[src/rtl/ov7670_pkg.sv]
// ov7670_pkg -- shared definitions for the OV7670 frame capture controller.
//   state_t            : controller state encoding
//   WRRST_CYCLES_DEF   : default OV_WRRST low-pulse length (SYS_CLK cycles)
//   TIMEOUT_CYCLES_DEF : default VSYNC watchdog limit (SYS_CLK cycles)
package ov7670_pkg;

  typedef enum logic [2:0] {
    ST_IDLE  = 3'd0,
    ST_SKIP  = 3'd1,
    ST_WTRIG = 3'd2,
    ST_WRST  = 3'd3,
    ST_WCAP  = 3'd4,
    ST_WAIT  = 3'd5
  } state_t;

  localparam int unsigned WRRST_CYCLES_DEF   = 4;
  localparam int unsigned TIMEOUT_CYCLES_DEF = 2000000;

endpackage

[src/rtl/ov7670_frame_ctrl_if.sv]
// ov7670_frame_ctrl_if -- control/status bundle of the frame capture controller.
//   RUN_EN, MODE, SKIP_CNT : capture control from the host
//   OV_VSYNC               : raw camera VSYNC (asynchronous)
//   R_IDLE                 : FIFO reader has drained the frame
//   OV_WRRST, OV_WEN       : FIFO write reset (active-low) / write enable
//   WR_FRAME, BUSY         : frame-complete pulse / controller not idle
//   FRAME_CNT, ERR         : completed-frame count / watchdog pulse
// Modports: master = controller side, slave = host/camera side.
interface ov7670_frame_ctrl_if #(
  parameter int unsigned SKIP_W = 4,
  parameter int unsigned CNT_W  = 8
);

  logic              RUN_EN;
  logic              MODE;
  logic [SKIP_W-1:0] SKIP_CNT;
  logic              OV_VSYNC;
  logic              R_IDLE;
  logic              OV_WRRST;
  logic              OV_WEN;
  logic              WR_FRAME;
  logic              BUSY;
  logic [CNT_W-1:0]  FRAME_CNT;
  logic              ERR;

  modport master (
    input  RUN_EN, MODE, SKIP_CNT, OV_VSYNC, R_IDLE,
    output OV_WRRST, OV_WEN, WR_FRAME, BUSY, FRAME_CNT, ERR
  );

  modport slave (
    output RUN_EN, MODE, SKIP_CNT, OV_VSYNC, R_IDLE,
    input  OV_WRRST, OV_WEN, WR_FRAME, BUSY, FRAME_CNT, ERR
  );

endinterface

[src/rtl/ov7670_vsync_sync.sv]
// ov7670_vsync_sync -- two-flop synchronizer plus rising-edge detector for
// the camera VSYNC pin. VS_RISE is a registered one-cycle pulse, high during
// the third SYS_CLK cycle after the pin edge.
//   SYS_CLK  : clock, rising edge
//   RST      : asynchronous active-high reset
//   VSYNC_IN : asynchronous VSYNC pin
//   VS_RISE  : synchronous rising-edge pulse
module ov7670_vsync_sync (
  input  logic SYS_CLK,
  input  logic RST,
  input  logic VSYNC_IN,
  output logic VS_RISE
);

  logic sync1, sync2, sync_d;

  always_ff @(posedge SYS_CLK or posedge RST) begin
    if (RST) begin
      sync1   <= 1'b0;
      sync2   <= 1'b0;
      sync_d  <= 1'b0;
      VS_RISE <= 1'b0;
    end else begin
      sync1   <= VSYNC_IN;
      sync2   <= sync1;
      sync_d  <= sync2;
      VS_RISE <= sync2 & ~sync_d;
    end
  end

endmodule

[src/rtl/ov7670_frame_ctrl.sv]
// ov7670_frame_ctrl -- OV7670 FIFO frame capture controller.
// Waits for VSYNC, optionally discards SKIP_CNT frames, pulses the FIFO write
// reset, enables FIFO writes for exactly one frame, then waits for the reader
// to drain before idling (single) or re-arming (continuous).
//   SYS_CLK : clock, rising edge
//   RST     : asynchronous active-high reset
//   bus     : ov7670_frame_ctrl_if.master (control, VSYNC, FIFO and status)
// Build option: define OV_FRAME_WDOG_EN to enable the VSYNC watchdog (ERR).
module ov7670_frame_ctrl
  import ov7670_pkg::*;
#(
  parameter int unsigned WRRST_CYCLES   = WRRST_CYCLES_DEF,
  parameter int unsigned SKIP_W         = 4,
  parameter int unsigned CNT_W          = 8,
  parameter int unsigned TIMEOUT_CYCLES = TIMEOUT_CYCLES_DEF
) (
  input  logic                  SYS_CLK,
  input  logic                  RST,
  ov7670_frame_ctrl_if.master   bus
);

  state_t            state;
  logic              vs_rise;
  logic [SKIP_W-1:0] skip_lat;
  logic [SKIP_W-1:0] skip_cnt;
  logic [3:0]        wr_cnt;

  ov7670_vsync_sync u_vsync (
    .SYS_CLK  (SYS_CLK),
    .RST      (RST),
    .VSYNC_IN (bus.OV_VSYNC),
    .VS_RISE  (vs_rise)
  );

  assign bus.BUSY = (state != ST_IDLE);

`ifdef OV_FRAME_WDOG_EN
  localparam int unsigned WD_W = (TIMEOUT_CYCLES > 1) ? $clog2(TIMEOUT_CYCLES) : 1;
  logic [WD_W-1:0] wd_cnt;
`else
  // Timeout limit has no effect without the watchdog; kept for a stable parameter list.
  logic unused_timeout;
  assign unused_timeout = ^TIMEOUT_CYCLES;
  assign bus.ERR = 1'b0;
`endif

  always_ff @(posedge SYS_CLK or posedge RST) begin
    if (RST) begin
      state         <= ST_IDLE;
      bus.OV_WRRST  <= 1'b1;
      bus.OV_WEN    <= 1'b0;
      bus.WR_FRAME  <= 1'b0;
      bus.FRAME_CNT <= '0;
      skip_lat      <= '0;
      skip_cnt      <= '0;
      wr_cnt        <= '0;
`ifdef OV_FRAME_WDOG_EN
      bus.ERR       <= 1'b0;
      wd_cnt        <= '0;
`endif
    end else begin
      bus.WR_FRAME <= 1'b0;
`ifdef OV_FRAME_WDOG_EN
      bus.ERR      <= 1'b0;
      wd_cnt       <= '0;
`endif
      case (state)
        ST_IDLE: begin
          if (bus.RUN_EN) begin
            skip_lat <= bus.SKIP_CNT;
            skip_cnt <= '0;
            state    <= (bus.SKIP_CNT != '0) ? ST_SKIP : ST_WTRIG;
          end
        end
        ST_SKIP: begin
          if (vs_rise) begin
            if ((skip_cnt + SKIP_W'(1)) == skip_lat) state <= ST_WTRIG;
            else skip_cnt <= skip_cnt + SKIP_W'(1);
          end
        end
        ST_WTRIG: begin
          if (vs_rise) begin
            bus.OV_WRRST <= 1'b0;
            wr_cnt       <= 4'd1;
            state        <= ST_WRST;
          end
        end
        ST_WRST: begin
          if (wr_cnt == 4'(WRRST_CYCLES)) begin
            bus.OV_WRRST <= 1'b1;
            bus.OV_WEN   <= 1'b1;
            state        <= ST_WCAP;
          end else begin
            wr_cnt <= wr_cnt + 4'd1;
          end
        end
        ST_WCAP: begin
          if (vs_rise) begin
            bus.OV_WEN    <= 1'b0;
            bus.WR_FRAME  <= 1'b1;
            bus.FRAME_CNT <= bus.FRAME_CNT + CNT_W'(1);
            state         <= ST_WAIT;
          end
        end
        ST_WAIT: begin
          if (bus.R_IDLE) begin
            if (bus.MODE && bus.RUN_EN) begin
              skip_lat <= bus.SKIP_CNT;
              skip_cnt <= '0;
              state    <= (bus.SKIP_CNT != '0) ? ST_SKIP : ST_WTRIG;
            end else begin
              state <= ST_IDLE;
            end
          end
        end
        default: begin
          bus.OV_WEN   <= 1'b0;
          bus.OV_WRRST <= 1'b1;
          state        <= ST_IDLE;
        end
      endcase
`ifdef OV_FRAME_WDOG_EN
      // Watchdog overrides the case above. The counter clears by default every
      // cycle; it only advances while sitting in a watched state without a
      // vs_rise, and those states are only left on vs_rise, so every state
      // entry also starts from zero.
      if ((state == ST_SKIP || state == ST_WTRIG || state == ST_WCAP) && !vs_rise) begin
        if (wd_cnt == WD_W'(TIMEOUT_CYCLES - 1)) begin
          bus.ERR      <= 1'b1;
          bus.OV_WEN   <= 1'b0;
          bus.OV_WRRST <= 1'b1;
          state        <= ST_IDLE;
        end else begin
          wd_cnt <= wd_cnt + WD_W'(1);
        end
      end
`endif
    end
  end

endmodule

[src/flat_wrapper.sv]
// flat-port wrapper written by rule: the top's interface ports become plain ports
module ov7670_frame_ctrl_flat import ov7670_pkg::*;
#(
  parameter int unsigned WRRST_CYCLES   = WRRST_CYCLES_DEF,
  parameter int unsigned SKIP_W         = 4,
  parameter int unsigned CNT_W          = 8,
  parameter int unsigned TIMEOUT_CYCLES = TIMEOUT_CYCLES_DEF
)
  (SYS_CLK, RST, bus_RUN_EN, bus_MODE, bus_SKIP_CNT, bus_OV_VSYNC, bus_R_IDLE, bus_OV_WRRST, bus_OV_WEN, bus_WR_FRAME, bus_BUSY, bus_FRAME_CNT, bus_ERR);
  ov7670_frame_ctrl_if #(.SKIP_W(SKIP_W), .CNT_W(CNT_W)) bus_i ();
  input  logic SYS_CLK;
  input  logic RST;
  input wire logic [$bits(bus_i.RUN_EN)-1:0] bus_RUN_EN;
  input wire logic [$bits(bus_i.MODE)-1:0] bus_MODE;
  input wire logic [$bits(bus_i.SKIP_CNT)-1:0] bus_SKIP_CNT;
  input wire logic [$bits(bus_i.OV_VSYNC)-1:0] bus_OV_VSYNC;
  input wire logic [$bits(bus_i.R_IDLE)-1:0] bus_R_IDLE;
  output wire logic [$bits(bus_i.OV_WRRST)-1:0] bus_OV_WRRST;
  output wire logic [$bits(bus_i.OV_WEN)-1:0] bus_OV_WEN;
  output wire logic [$bits(bus_i.WR_FRAME)-1:0] bus_WR_FRAME;
  output wire logic [$bits(bus_i.BUSY)-1:0] bus_BUSY;
  output wire logic [$bits(bus_i.FRAME_CNT)-1:0] bus_FRAME_CNT;
  output wire logic [$bits(bus_i.ERR)-1:0] bus_ERR;
  assign bus_i.RUN_EN = bus_RUN_EN;
  assign bus_i.MODE = bus_MODE;
  assign bus_i.SKIP_CNT = bus_SKIP_CNT;
  assign bus_i.OV_VSYNC = bus_OV_VSYNC;
  assign bus_i.R_IDLE = bus_R_IDLE;
  assign bus_OV_WRRST = bus_i.OV_WRRST;
  assign bus_OV_WEN = bus_i.OV_WEN;
  assign bus_WR_FRAME = bus_i.WR_FRAME;
  assign bus_BUSY = bus_i.BUSY;
  assign bus_FRAME_CNT = bus_i.FRAME_CNT;
  assign bus_ERR = bus_i.ERR;
  ov7670_frame_ctrl #(.WRRST_CYCLES(WRRST_CYCLES), .SKIP_W(SKIP_W), .CNT_W(CNT_W), .TIMEOUT_CYCLES(TIMEOUT_CYCLES)) u_core (.SYS_CLK(SYS_CLK), .RST(RST), .bus(bus_i));
endmodule
[config.mk]
export PLATFORM = sky130hd
export DESIGN_NAME = ov7670_frame_ctrl_flat
export DESIGN_NICKNAME = d
export VERILOG_FILES = /design/src/rtl/ov7670_pkg.sv /design/src/rtl/ov7670_frame_ctrl_if.sv /design/src/rtl/ov7670_vsync_sync.sv /design/src/rtl/ov7670_frame_ctrl.sv /design/src/flat_wrapper.sv
export SDC_FILE = /design/constraint.sdc
export NUM_CORES = 1
export LEC_CHECK = 0
export ABC_AREA = 0
export BUFFER_PORTS_ARGS = -buffer_cell sky130_fd_sc_hd__buf_2
export CORE_MARGIN = 1.5
export CORE_UTILIZATION = 56
export DETAILED_ROUTE_END_ITERATION = 8
export PLACE_DENSITY = 0.78
export SLEW_MARGIN = 20
export SYNTH_ARGS = -nofsm -noshare
export SYNTH_HDL_FRONTEND = slang
export SYNTH_SLANG_ARGS = --single-unit
[constraint.sdc]
create_clock -name SYS_CLK -period 2 [get_ports SYS_CLK]
set_input_delay 0.3 -clock SYS_CLK [delete_from_list [all_inputs] [get_ports SYS_CLK]]
set_output_delay 0.3 -clock SYS_CLK [all_outputs]
set_load 0.02 [all_outputs]
==> metrics.md, run 1 <==
| Metric | Value |
|---|---|
| Status | `completed` |
| Placed Area | `0.00172 sq mm` |
| Initial antenna violation count | `0` |
| Min-delay worst type | `input pin to asynchronous set/reset pin` |
| H-Tree Level Count | `2` |
| Seq pwr share | `between 40 and 50%` |
| Cts hold-fix bufs | `0` |
| # setup viols final | `0` |
| Largest net degree at the start of global routing | `31` |
| Syn avg cell area | `~10 sq um` |
| Initial Util | `58.3%` |
| Register area share after synthesis | `47.2%` |
| Crit-path max FO | `14` |
| Number of synthesized flops with an enable pin | `0` |
| Cells after DPL | `202` |
| YS warnings | `0` |
| Main synth FF type | `dfrtp_1` |
| Clk Latency, worst-skew pair | `0.33 ns` |
| CP Class | `flop to flop` |
| Total grt overflow | `0` |
| Die width | `between 50 and 60 microns` |
| Clock transition at path regs | `0.09 ns` |
| Finished Cell Area | `about 0.0018 sq mm` |
| Antenna Violating Nets Remaining | `0` |
| Initial drt markers | `60` |
| Place WS | `around 0.24 ns` |
| Clock skew | `0.00655 ns` |
| Num ports | `23` |
| Endpoints failing hold | `0` |
| Synth Instances | `154` |
| Final Util | `64.7%` |
| Final Non-Filler Cells | `~210` |
| Fin Setup TNS | `0 ns` |
| Post-Syn Nets | `around 170` |
| Max_cap viols | `0` |
| Synth top area share | `around 46%` |
| Ys async rst share | `100%` |
| Antenna fix cells | `0` |
| CP endpoint kind | `flop` |
| Post-Syn Area | `between 0.0015 and 0.002 sq mm` |
| PwrDens | `1120 mW/mm^2` |
| Worst reg-to-reg setup slack | `~0.20 ns` |
| DRT Pass-1 Iters | `5` |
| Max-slew violations | `0` |
| Most instantiated cells after synthesis | `29 x dfrtp_1, 15 x nand2_1, 8 x xnor2_1` |
| Area contributors post-synth | `dfrtp_1 46%, xnor2_1 4.4%, nand2_1 3.5%` |
| Maximum vdd ir drop | `about 0.8 mV` |
| Fin crit period | `between 1.5 and 2 ns` |
| CTS tree | `yes` |
| Multi-input gate area in the final layout | `slightly below 800 sq um` |
| Fillers | `approximately 210` |
| Vias per cell | `between 5 and 6` |
| Count leader, synth | `dfrtp_1` |
| RSZ-0062 raised after global routing | `no` |
| Synth area leader | `dfrtp_1` |
| Row count | `19` |
| RR Startpoint | `u_core.state[2]` |
| Storage cell area | `about 750 sq um` |
| CTS Root Cell | `clkbuf_4` |
| Period utilization | `between 90% and 100%` |
| Layout overhead on the synthesized area | `10.9%` |
| Setup WS post-layout | `~0.20 ns` |
| Post-DP HPWL | `2190 microns` |
| CTS Buffer Depth | `2` |
| Drt drc | `0` |
| Post-synth cell types | `49` |
| Global-route wire length before repair | `between 5000 and 6000 microns` |
| Share of layout cells above drive strength 1 | `between 20 and 25%` |
| Total Die Area | `~0.0032 sq mm` |
| Fmax | `approximately 0.55 GHz` |
| Clk pwr share | `~17%` |
| Post-CTS Setup Inserts | `0` |
| Crit Reg-Reg Endpoint | `u_core.skip_cnt[2]` |
| Core area | `between 0.002 and 0.003 sq mm` |
| Cts repair resizes | `0` |
| Combinational power share | `37.9%` |
| Int Pwr | `between 1 and 1.5 mW` |
| Mean routed wirelength per cell | `14.2 microns` |
| Die H | `approximately 56 microns` |
| Final wirelength | `slightly below 3000 microns` |
| DR vias | `between 1000 and 1500` |
| P_leak | `~0.87 nW` |
| Psw | `~760 uW` |
| Switching share of power | `approximately two fifths` |
| Worst path required time | `2.26 ns` |
| FF-to-FF path depth | `5` |
| Buffers added on ports | `21` |
| CTS Sinks | `30` |
| RD Place Congestion | `about 0.85` |
| Vias in the first global route | `1180` |
| Startpoint types | `flop` |
| Worst EP arrival | `approximately 2.1 ns` |
| FF+latch count, synth | `30` |
| Total GRT Usage | `around a fifth` |
| Cts bufs inserted | `5` |
| Nets | `192` |
## metal layers
metal  wire length [microns]  global-route usage, %
met5                       0                      0
met4                      30                   6.80
met3                     172                   7.83
met2                    1460                   33.9
met1                    1320                   27.3
## registers in the layout, summed over array words and instances, names as in the netlist
| name | count |
|---|---|
| u_core.bus.FRAME_CNT | 8 |
| u_core.u_vsync.VS_RISE | 1 |
| u_core.bus.WR_FRAME | 1 |
| u_core.u_vsync.sync1 | 1 |
| u_core.wr_cnt | 4 |
| u_core.u_vsync.sync_d | 1 |
| u_core.bus.OV_WEN | 1 |
| u_core.u_vsync.sync2 | 1 |
| u_core.skip_cnt | 4 |
| u_core.bus.OV_WRRST | 1 |
| u_core.skip_lat | 4 |
| u_core.state | 3 |
## kinds of logic (layout without fill, tap and decap cells)
kind of cell | count (synthesis) | count (layout) | synth area share, %
simple gates | 48 | 48 | 16.8
compound gates | 35 | 35 | 14.8
flops | 30 | 30 | 47.2
buf+inv | 15 | 39 | 4.40
xor+xnor | 13 | 13 | 8.01
mux | 8 | 8 | 5.49
fa+ha+maj | 4 | 4 | 3.14
other cells | 1 | 1 | 0.235
## critical path, stage by stage (launching register included)
cell      delay, ns
dfrtp_1        0.53
clkinv_1       0.21
a21oi_1        0.09
a311o_1        0.38
or3_4          0.37
o22ai_2        0.16
## area by class of cell
type	instances	share of cell area, %
multi-input combinational	109	43.7
sequential	30	42.5
timing repair buffer	24	7.22
tap	31	2.19
clock buffer	5	2.12
inverter	8	1.70
clock inverter	2	0.566
## metrics by stage
step	power, mW	hold WS (ns)
after floorplan	1.49	0.331
after global placement	1.62	0.332
after detailed placement	1.67	0.348
after CTS	2.00	0.0320
after global routing	2.13	0.0442
final	1.99	0.0237
## how the worst max path moves through the flow
stage                  startpoint  slack (ns)                  to
2_1_floorplan  u_core.skip_cnt[0]        0.38  u_core.skip_cnt[2]
3_3_place_gp      u_core.state[2]        0.30  u_core.skip_cnt[2]
3_5_place_dp      u_core.state[2]        0.24  u_core.skip_cnt[1]
4_1_cts           u_core.state[2]        0.22  u_core.skip_cnt[2]
5_1_grt           u_core.state[2]        0.09  u_core.skip_cnt[0]
6_report          u_core.state[2]        0.20  u_core.skip_cnt[2]
## power groups by stage
stage	Combinational, mW	Clock [mW]	Sequential (mW)
finish	0.753	0.331	0.903
global route	0.841	0.366	0.927
CTS	0.755	0.339	0.902
detailed placement	0.752	0	0.914
floorplan	0.624	0	0.870
global placement	0.714	0	0.903
## cells in the final DEF, fill, tap and decap left out, types with 5 or more instances in the layout
cell,synthesis,routed
nor2_1,6,6
nand4_1,7,7
buf_2,2,21
dfrtp_1,29,29
inv_1,7,7
xnor2_1,8,8
o21ai_1,7,7
nand2_1,15,15
clkbuf_4,0,5
a21oi_1,6,6
No activity file was read; power rests on OpenSTA's default activity.
==> inputs of run 2 (changes only) <==
--- a/config.mk
+++ b/config.mk
@@ -8,10 +8,12 @@
 export ABC_AREA = 0
 export BUFFER_PORTS_ARGS = -buffer_cell sky130_fd_sc_hd__buf_2
 export CORE_MARGIN = 1.5
-export CORE_UTILIZATION = 56
+export CORE_UTILIZATION = 59
+export CTS_BUF_LIST = sky130_fd_sc_hd__clkbuf_8
 export DETAILED_ROUTE_END_ITERATION = 8
-export PLACE_DENSITY = 0.78
+export PLACE_DENSITY = 0.82
 export SLEW_MARGIN = 20
 export SYNTH_ARGS = -nofsm -noshare
 export SYNTH_HDL_FRONTEND = slang
+export SYNTH_HIERARCHICAL = 1
 export SYNTH_SLANG_ARGS = --single-unit
==> run 2 against run 1 <==
Total power rose by 41%; hold slack improved by 0.095 ns; sequential power increased by 12%; synthesized cell count rose by 1.3%; utilization up 5.6 points; via count up 3.0%; clock skew shrank 0.00061 ns; largest power group is now combinational logic; design area is 7.6% higher; critical endpoint is now u_core/state[0]; global-route usage rose by 2.1 points.
==> metrics.md, run 2 <==
| Metric | Value |
|---|---|
| Total GRT Usage | `a little under a quarter` |
| Clock skew | `~0.0059 ns` |
| Status | `completed` |
| Post-CTS Setup Inserts | `0` |
| Post-Syn Nets | `between 150 and 200` |
| Worst path required time | `approximately 2.2 ns` |
| Buf/Inv on CP | `1` |
| Most instantiated cells after synthesis | `29 x dfrtp_1, 18 x nand2_1, 10 x xnor2_1` |
| Endpoints failing hold | `0` |
| Total Die Area | `0.00313 sq mm` |
| Post-Syn Area | `between 0.0015 and 0.002 sq mm` |
| CTS tree | `yes` |
| Vias per cell | `a little under 6` |
| Global-route wire length before repair | `approximately 5700 microns` |
| Clock transition at path regs | `~0.07 ns` |
| Max-slew violations | `0` |
| Setup WS post-layout | `slightly above 0.1 ns` |
| Hold WS | `about 0.12 ns` |
| Maximum vdd ir drop | `about 1.1 mV` |
| Max incr delay on CP | `0.42 ns` |
| Fin Setup TNS | `0 ns` |
| Placed Area | `around 0.0018 sq mm` |
| Cts bufs inserted | `5` |
| # setup viols final | `0` |
| Row count | `19` |
| YS warnings | `6` |
| Die width | `around 56 microns` |
| Main synth FF type | `dfrtp_1` |
| Tot Pwr | `around 2.8 mW` |
| Ys async rst share | `100%` |
| Initial Util | `about three fifths` |
| Syn avg cell area | `about 11 sq um` |
| Initial drt markers | `39` |
| Post-synth cell types | `50` |
| Count leader, synth | `dfrtp_1` |
| Worst-path cell chain | `inv_1 > ha_1 > and3b_1 > a211oi_4 > a211o_4 > a211o_1` |
| Register area share after synthesis | `45.4%` |
| Synth Instances | `156` |
| Final wirelength | `between 3000 and 4000 microns` |
| Place WS | `~0.13 ns` |
| Number of flip-flops in the largest register | `8` |
| PwrDens | `1470 mW/mm^2` |
| Num ports | `23` |
| Synth top area share | `43.8%` |
| Leading cell types in the layout, fill and taps excluded | `29 x dfrtp_1, 21 x buf_2, 18 x nand2_1, 10 x xnor2_1` |
| FF+latch count, synth | `30` |
| Startpoint types | `flop` |
| CP endpoint kind | `flop` |
| CP Class | `flop to flop` |
| Finished Cell Area | `roughly 0.0019 sq mm` |
| Core area | `roughly 0.0027 sq mm` |
| Post-DP HPWL | `about 2300 microns` |
| Max_cap viols | `0` |
| Commonest non-fill, non-tap cell in the layout | `dfrtp_1` |
| Die H | `approximately 56 microns` |
| Fmax | `roughly 0.53 GHz` |
| Period utilization | `94.9%` |
| Total grt overflow | `0` |
| Fin crit period | `~1.9 ns` |
| DR vias | `about 1300` |
| Initial antenna violation count | `0` |
| Vias in the first global route | `between 1000 and 1500` |
| CTS Buffer Depth | `2` |
| Top delay family on crit path | `compound AO/OA/AOI/OAI gates` |
| H-Tree Level Count | `2` |
| Slowest CP cell | `dfrtp_1` |
| Crit-path max FO | `6` |
| Worst EP arrival | `between 2 and 2.5 ns` |
| Min-delay worst type | `input pin to flop` |
| Number of synthesized flops with an enable pin | `0` |
| Antenna fix cells | `0` |
| CTS Root Cell | `clkbuf_8` |
| P_leak | `between 0.9 and 1 nW` |
| Share of layout cells above drive strength 1 | `around 27%` |
| Drt drc | `0` |
| Top reg by flops | `u_core/bus.FRAME_CNT` |
| Mean routed wirelength per cell | `around 15 microns` |
| DRT Pass-1 Iters | `5` |
| CTS Sinks | `30` |
| Buffers added on ports | `21` |
| Nets | `~200` |
| Antenna Violating Nets Remaining | `0` |
| Largest net degree at the start of global routing | `27` |
| RSZ-0062 raised after global routing | `no` |
| Clk Latency, worst-skew pair | `0.29 ns` |
| Area contributors post-synth | `dfrtp_1 44%, xnor2_1 5.3%, nand2_1 4.1%` |
| Synth area leader | `dfrtp_1` |
| RD Place Congestion | `approximately 0.9` |
| Fillers | `210` |
| Layout overhead on the synthesized area | `14.9%` |
-- run 2: cell count changes in the layout (fill, tap and decap cells not counted), moves of 4 or more --
cell / previous run / this run
clkbuf_8: 0 / 5
nor3_1: 0 / 4
a22o_1: 4 / 0
mux2_1: 4 / 0
mux2_2: 2 / 6
clkbuf_4: 5 / 0
-- run 2: final timing paths --
kind                                            from              endpoint  slack (ns)  cells past startpoint
worst min-delay path                    bus_OV_VSYNC  u_core/u_vsync/sync1        0.12                      1
worst max register to register      u_core/wr_cnt[0]       u_core/state[0]        0.10                      6
max in group asynchronous                        RST   u_core/bus.OV_WRRST        1.08                      4
min in group asynchronous                        RST  u_core/u_vsync/sync1        0.44                      3
worst max-delay path                u_core/wr_cnt[0]       u_core/state[0]        0.10                      6
worst min register to register  u_core/u_vsync/sync1  u_core/u_vsync/sync2        0.36                      0
-- run 2: kinds of logic (layout without fill, tap and decap cells) --
kind of cell	count (synthesis)	in the layout	synth area share, %
AO/OA/AOI/OAI	33	33	16.0
XOR/XNOR	13	13	6.87
adder cells (fa/ha/maj)	4	4	3.02
buffers and inverters	12	42	5.36
flip-flops	30	30	45.4
multiplexers	7	7	4.68
other	1	1	0.226
AND/OR/NAND/NOR	56	56	18.4
-- run 2: final cells by class --
cell class,instances,area (sq um),share of cell area [%]
multi-input combinational,114,816,42.9
sequential,30,752,39.5
timing repair buffer,28,160,8.42
clock buffer,5,68.8,3.62
clock inverter,3,45.0,2.37
tap,31,38.8,2.04
inverter,6,22.5,1.18
-- run 2: layer usage --
metal / track usage, % / vias up / part of all wire (%)
met5: 0 / - / 0
met4: 11.2 / 0 / 1.9
met3: 6.05 / 9 / 5.6
met2: 36.1 / 42 / 48
met1: 31.0 / 598 / 44
li1: - / 615 / -
-- run 2: repair_timing --
item	4_1_cts	5_1_grt
resized for setup	0	0
endpoints found under the hold margin	4	0
hold buffers	1	0
-- run 2: through the flow --
step | cells | utilization (%)
after detailed placement | 208 | 65.7
after global placement | 208 | 65.7
after floorplan | 156 | -
after global routing | 217 | 70.2
final | 217 | 70.2
after CTS | 217 | 70.2
-- run 2: where the power goes --
group          switching, mW  internal (mW)
combinational          0.637          0.541
sequential             0.228          0.781
clock                  0.243          0.370
